--- src/rtl/vga_sync_decoder.sv ---
// Recovers 640x480@60 pixel coordinates, active-video and lock status from oversampled h_sync/v_sync.
// Optional macro VGA_SYNC_ERROR_COUNT_EN adds a saturating count of lock losses on port error_count.
module vga_sync_decoder #(
    parameter int clk_freq   = 50000000,
    parameter int tolerance  = 4,
    parameter int lock_lines = 4
) (
    input  logic       clk,
    input  logic       reset,
    input  logic       h_sync,
    input  logic       v_sync,
    output logic [9:0] h_pixel,
    output logic [8:0] v_pixel,
    output logic       active,
    output logic       locked,
    output logic       frame_start
`ifdef VGA_SYNC_ERROR_COUNT_EN
    ,
    output logic [7:0] error_count
`endif
);

    localparam int DIV    = clk_freq / 25000000;
    localparam int DIV_W  = (DIV > 1) ? $clog2(DIV) : 1;
    localparam int GOOD_W = $clog2(lock_lines + 1);

    localparam logic [DIV_W-1:0]   DIV_LAST    = DIV_W'(DIV - 1);
    localparam logic [GOOD_W-1:0]  LOCK_N      = GOOD_W'(lock_lines);
    localparam logic [15:0]        TIMEOUT_CNT = 16'(2 * 800 * DIV);
    localparam logic signed [17:0] LINE_S      = 18'(800 * DIV);
    localparam logic signed [17:0] TOL_S       = 18'(tolerance);

    typedef enum logic {SEARCH = 1'b0, LOCKED = 1'b1} state_t;

    function automatic logic [15:0] sat_inc16(input logic [15:0] v);
        sat_inc16 = (v == 16'hFFFF) ? v : v + 16'd1;
    endfunction

    function automatic logic [9:0] sat_inc10(input logic [9:0] v);
        sat_inc10 = (v == 10'h3FF) ? v : v + 10'd1;
    endfunction

    function automatic logic within_tol(input logic signed [17:0] d);
        within_tol = (d <= TOL_S) && (d >= -TOL_S);
    endfunction

    logic h_sync_p0, h_sync_p1, h_sync_p2, hfe_p3;
    logic v_sync_p0, v_sync_p1, v_sync_p2, vfe_p3, vfe_p4;

    logic [15:0]      period;
    logic [DIV_W-1:0] div_cnt;
    logic [9:0]       h_count;
    logic [9:0]       line_count;
    logic             seen_h, seen_v;

    state_t            state, state_nx;
    logic [GOOD_W-1:0] good_cnt, good_cnt_nx;
    logic              unlock;

    logic signed [17:0] dev;
    logic [10:0]        lines;
    logic               line_eval, line_good, line_bad, frame_bad, timeout;
    logic               in_h, in_v, act_nx;

    // Stage p0..p3: two-flop synchronizers, edge register and registered falling-edge pulses
    always_ff @(posedge clk) begin
        if (reset) begin
            h_sync_p0 <= 1'b1;
            h_sync_p1 <= 1'b1;
            h_sync_p2 <= 1'b1;
            v_sync_p0 <= 1'b1;
            v_sync_p1 <= 1'b1;
            v_sync_p2 <= 1'b1;
            hfe_p3    <= 1'b0;
            vfe_p3    <= 1'b0;
        end else begin
            h_sync_p0 <= h_sync;
            h_sync_p1 <= h_sync_p0;
            h_sync_p2 <= h_sync_p1;
            v_sync_p0 <= v_sync;
            v_sync_p1 <= v_sync_p0;
            v_sync_p2 <= v_sync_p1;
            hfe_p3    <= h_sync_p2 & ~h_sync_p1;
            vfe_p3    <= v_sync_p2 & ~v_sync_p1;
        end
    end

    // Stage p4: line/pixel counters driven by the edge pulses
    always_ff @(posedge clk) begin
        if (reset) begin
            period     <= 16'd0;
            div_cnt    <= '0;
            h_count    <= 10'd0;
            line_count <= 10'd0;
            seen_h     <= 1'b0;
            seen_v     <= 1'b0;
            vfe_p4     <= 1'b0;
        end else begin
            seen_h <= seen_h | hfe_p3;
            seen_v <= seen_v | vfe_p3;
            vfe_p4 <= vfe_p3;
            if (hfe_p3) begin
                period  <= 16'd1;
                div_cnt <= '0;
                h_count <= 10'd0;
            end else begin
                period <= sat_inc16(period);
                if (div_cnt == DIV_LAST) begin
                    div_cnt <= '0;
                    h_count <= sat_inc10(h_count);
                end else begin
                    div_cnt <= div_cnt + DIV_W'(1);
                end
            end
            if (vfe_p3)
                line_count <= 10'd0;
            else if (hfe_p3)
                line_count <= sat_inc10(line_count);
        end
    end

    // The very first edge after reset has no reference, so it only arms the checks.
    always_comb begin
        dev       = $signed({2'b00, period}) - LINE_S;
        line_eval = hfe_p3 & seen_h;
        line_good = within_tol(dev);
        line_bad  = line_eval & ~line_good;
        lines     = {1'b0, line_count} + {10'd0, hfe_p3};
        frame_bad = vfe_p3 & seen_v & (lines != 11'd525);
        timeout   = (period >= TIMEOUT_CNT) & ~hfe_p3;
    end

    always_ff @(posedge clk) begin
        if (reset) begin
            state    <= SEARCH;
            good_cnt <= '0;
        end else begin
            state    <= state_nx;
            good_cnt <= good_cnt_nx;
        end
    end

    always_comb begin
        state_nx    = state;
        good_cnt_nx = good_cnt;
        unlock      = 1'b0;
        case (state)
            SEARCH: begin
                if (good_cnt == LOCK_N) begin
                    state_nx    = LOCKED;
                    good_cnt_nx = '0;
                end else if (line_eval) begin
                    good_cnt_nx = line_good ? good_cnt + GOOD_W'(1) : '0;
                end
            end
            LOCKED: begin
                if (line_bad || frame_bad || timeout) begin
                    state_nx    = SEARCH;
                    good_cnt_nx = '0;
                    unlock      = 1'b1;
                end
            end
            default: begin
                state_nx    = SEARCH;
                good_cnt_nx = '0;
            end
        endcase
    end

    assign locked = (state == LOCKED);

    always_comb begin
        in_h   = (h_count >= 10'd144) && (h_count <= 10'd783);
        in_v   = (line_count >= 10'd35) && (line_count <= 10'd514);
        act_nx = in_h & in_v & locked;
    end

    // Stage p5: registered pixel outputs, one clock behind the counters
    always_ff @(posedge clk) begin
        if (reset) begin
            active      <= 1'b0;
            h_pixel     <= 10'd0;
            v_pixel     <= 9'd0;
            frame_start <= 1'b0;
        end else begin
            active      <= act_nx;
            h_pixel     <= act_nx ? h_count - 10'd144 : 10'd0;
            v_pixel     <= act_nx ? 9'(line_count - 10'd35) : 9'd0;
            frame_start <= vfe_p4 & locked;
        end
    end

`ifdef VGA_SYNC_ERROR_COUNT_EN
    always_ff @(posedge clk) begin
        if (reset)
            error_count <= 8'd0;
        else if (unlock && (error_count != 8'hFF))
            error_count <= error_count + 8'd1;
    end
`endif

endmodule

--- config.mk ---
export PLATFORM = sky130hd
export DESIGN_NAME = vga_sync_decoder
export DESIGN_NICKNAME = d
export VERILOG_FILES = /design/src/rtl/vga_sync_decoder.sv
export SDC_FILE = /design/constraint.sdc
export NUM_CORES = 1
export LEC_CHECK = 0
export ABC_AREA = 1
export BUFFER_PORTS_ARGS = -buffer_cell sky130_fd_sc_hd__buf_2
export CAP_MARGIN = 15
export CORE_ASPECT_RATIO = 0.5
export CORE_UTILIZATION = 50
export CTS_BUF_LIST = sky130_fd_sc_hd__clkbuf_16
export DETAILED_ROUTE_END_ITERATION = 10
export PLACE_DENSITY = 0.68
export SLEW_MARGIN = 20
export SYNTH_ARGS = -nofsm -noshare
export SYNTH_HDL_FRONTEND = slang
export SYNTH_SLANG_ARGS = --single-unit
--- constraint.sdc ---
create_clock -name clk -period 3 [get_ports clk]
set_clock_uncertainty 0.15 [all_clocks]
set_input_delay 0.45 -clock clk [delete_from_list [all_inputs] [get_ports clk]]
set_output_delay 0.45 -clock clk [all_outputs]
set_load 0.03 [all_outputs]
==> results.cfg <==
[yosys]
synth_top_family_by_area = simple AND/OR/NAND/NOR gates
synth-xor-area-share_pct = 3.23
yosysWarningCount = 0
ys.flop_type = dfxtp_1
synthTopCellsByArea = dfxtp_1, nand2_1, nor2_1
synth_compound_area_share_pct = 10.1
ys_seq_area_share_pct = 38.5
async_flop_share_pct = 0
yosysTopAreaCell = dfxtp_1
synthesis.nets = 564
synth_edf_count = 0
yosys.area_share.simple_pct = 32.8
yosys.area_share.adder_pct = 5.93
synth_top_cells_by_count = nand2_1, nor2_1, inv_1, dfxtp_1, nand3_1
synth.distinct_cells = 33
synth_most_common_cell = nand2_1
muxShareOfSynthArea_pct = 0
synthCells = 542
avgSynthCellArea_um2 = 7.00
ys_ff_latch = 73
synth.top_cell.area_share_pct = 38.5
netlist_area_um2 = 3800

[grt]
grt_first_pass_wirelength_um = 13900
grt_max_degree = 21
overflow = 0
met2_usage_pct = 35.3
grt_pass1_vias = 3087
antenna_found_initial = 0
grtUsageMet3_pct = 8.07
grtUsageMet1_pct = 27.9
grt_use_total_pct = 22.3
grt.busiest_layer = met2

[power_and_ir_drop]
internal_power_mw = 1.79
vdd_drop_max_uv = 277
p_seq_share_pct = 43.8
netSwitchingPower_uw = 547
pwr-share-comb_pct = 7.5
clockPowerShare_pct = 48.7
p_per_area_nw_per_um2 = 542
swShare_pct = 23.4
p_leak_nw = 2.06

[clock_tree]
clk_pin_slew_ns = 0.06
ctsHoldBuffers = 0
cts_buffers = 9
cts_setup_buffers = 0
cts.path.max_buffers = 2
clk_latency_ns = 0.34
h-tree-depth = 3
cts.repair.resized = 0
cts_root_buffer = clkbuf_16
cts.sinks = 73
cts_tree = yes

[timing]
fmax_mhz = 429
hold_violations = 0
post-route-period-util_pct = 77.7
setup_viol = 0
whs_ns = 0.144
slew_headroom_pct = 67.0
tightest_slew_ns = 0.492
final.setup.tns_ns = 0
final_max_slew_viol_count = 0
rsz0062_at_grt = false
period_needed_ns = 2.33
fin_ws_ns = 0.669

[routing]
drt-total-wl_um = 8030
ant_nets = 0
drt-vias-per-instance = 5.00
first_pass_iters = 9
drcViolationCount = 4
drtIter0Drc = 219
num_vias = 3340
wl_per_cell_um = 12.0

[floorplanning]
die_area_um2 = 7970
pin_count = 26
row_count = 22
fp.coreArea_um2 = 7350
die_x_um = 125
start_util_pct = 51.7
die_h_um = 63.6

[cells_and_area]
antenna_cells = 0
fin_cells = 668
layout-drive-gt1-share_pct = 10.8
area_growth_pct = 13.5
nNetsFinal = 589

[place]
pre_cts_slack_ns = 0.670
gp_congestion = 0.936
port_buffers = 25
dp.cells = 652
dpl.hpwl_um = 5980

[min_path]
hp-class = in2reg
holdCritStartpoint = v_sync
hold_depth = 2
hold-path-endpoint = v_sync_p0

[worst_setup_path]
worstSetupPathType = reg2reg
reg2reg_depth = 13
cp.required_ns = 3.09
critPathArrivalTime_ns = 2.42
cp-end-kind = flip-flop
path_cells = ha_1 -> ha_1 -> nand3_1 -> o21bai_1 -> nand3_1 -> nor2_1 -> nand3_1 -> a21oi_1 -> nand2_2 -> nand2_1 -> nand2_1 -> nand2_1 -> nor2_1
crit_slowest_cell = dfxtp_1
max_stage_delay_ns = 0.42
critPathMaxFanout = 6
critPathLaunchType = flip-flop
r2r_end = good_cnt[2]
r2r_start = line_count[0]
r2r_slack_ns = 0.67

[outcome]
violations = design-rule violations
status = finished, violations left

[flow_run]
cap_violations = 0
cell usage in the layout, fill, tap and decap left out, drive strengths merged, types with 4 or more instances in the layout:
cell,n
a21oi,31
dfxtp,73
nor3,19
a31oi,4
buf,26
xor2,11
nand4,12
clkbuf,9
ha,18
nand2,103
nand3,46
or2,10
inv,82
o31ai,4
nor2,78
o21ai,24
critical path, delay by kind of cell (launching register included):
kind,cells,cell delay [ns]
simple gates,9,0.77
fa+ha+maj,2,0.50
flops,1,0.42
compound gates,2,0.38
worst max-delay path by stage:
stage	startpoint	to	slack (ns)	cells past startpoint
finish	line_count[0]	good_cnt[2]	0.67	13
global placement	line_count[0]	good_cnt[2]	0.69	14
floorplan	line_count[0]	good_cnt[2]	1.05	14
global route	line_count[0]	good_cnt[2]	0.41	14
detailed placement	line_count[0]	good_cnt[2]	0.67	13
CTS	line_count[0]	good_cnt[2]	0.66	13
kinds of logic (layout without fill, tap and decap cells):
| family | count (synthesis) | count (layout) |
|---|---|---|
| compound gates | 70 | 70 |
| fa+ha+maj | 18 | 18 |
| flops | 73 | 73 |
| xor+xnor | 14 | 14 |
| buf+inv | 92 | 122 |
| simple gates | 275 | 275 |
metal layers:
| layer | vias to the layer above | share of wire, % |
|---|---|---|
| met4 | 0 | 1.7 |
| met1 | 1467 | 50 |
| met3 | 15 | 4.9 |
| met2 | 64 | 44 |
| li1 | 1794 | - |
| met5 | - | 0 |
sequential cells by signal, summed over array words and instances (netlist names), 3 cells and up:
signal	cells
good_cnt	3
h_count	10
h_pixel	10
line_count	10
period	16
v_pixel	9
layout make-up:
| type | instances | area (µm²) |
|---|---|---|
| flip-flops and latches | 73 | 1460 |
| clock inverters | 7 | 93.8 |
| clock buffers | 9 | 225 |
| repair buffers | 26 | 133 |
| inverters | 80 | 300 |
| multi-input cells | 377 | 1980 |
| fillers | 728 | 3040 |
| well taps | 96 | 120 |
power groups by stage:
stage	Sequential [mW]	Clock, mW	Combinational [mW]
2_1_floorplan	1.05	0	0.128
3_3_place_gp	1.04	0	0.173
3_5_place_dp	1.04	0	0.175
4_1_cts	1.02	1.17	0.175
5_1_grt	1.03	1.21	0.203
6_report	1.02	1.14	0.175
per-stage QoR:
stage | utilization, % | total power, mW | cell area [µm²]
3_3_place_gp | 54.3 | 1.22 | 3990
6_report | 58.6 | 2.33 | 4310
4_1_cts | 58.6 | 2.37 | 4310
3_5_place_dp | 54.3 | 1.22 | 3990
5_1_grt | 58.6 | 2.44 | 4310
2_1_floorplan | - | 1.18 | 3800
Note: power is estimated with default switching activity, not from simulation.
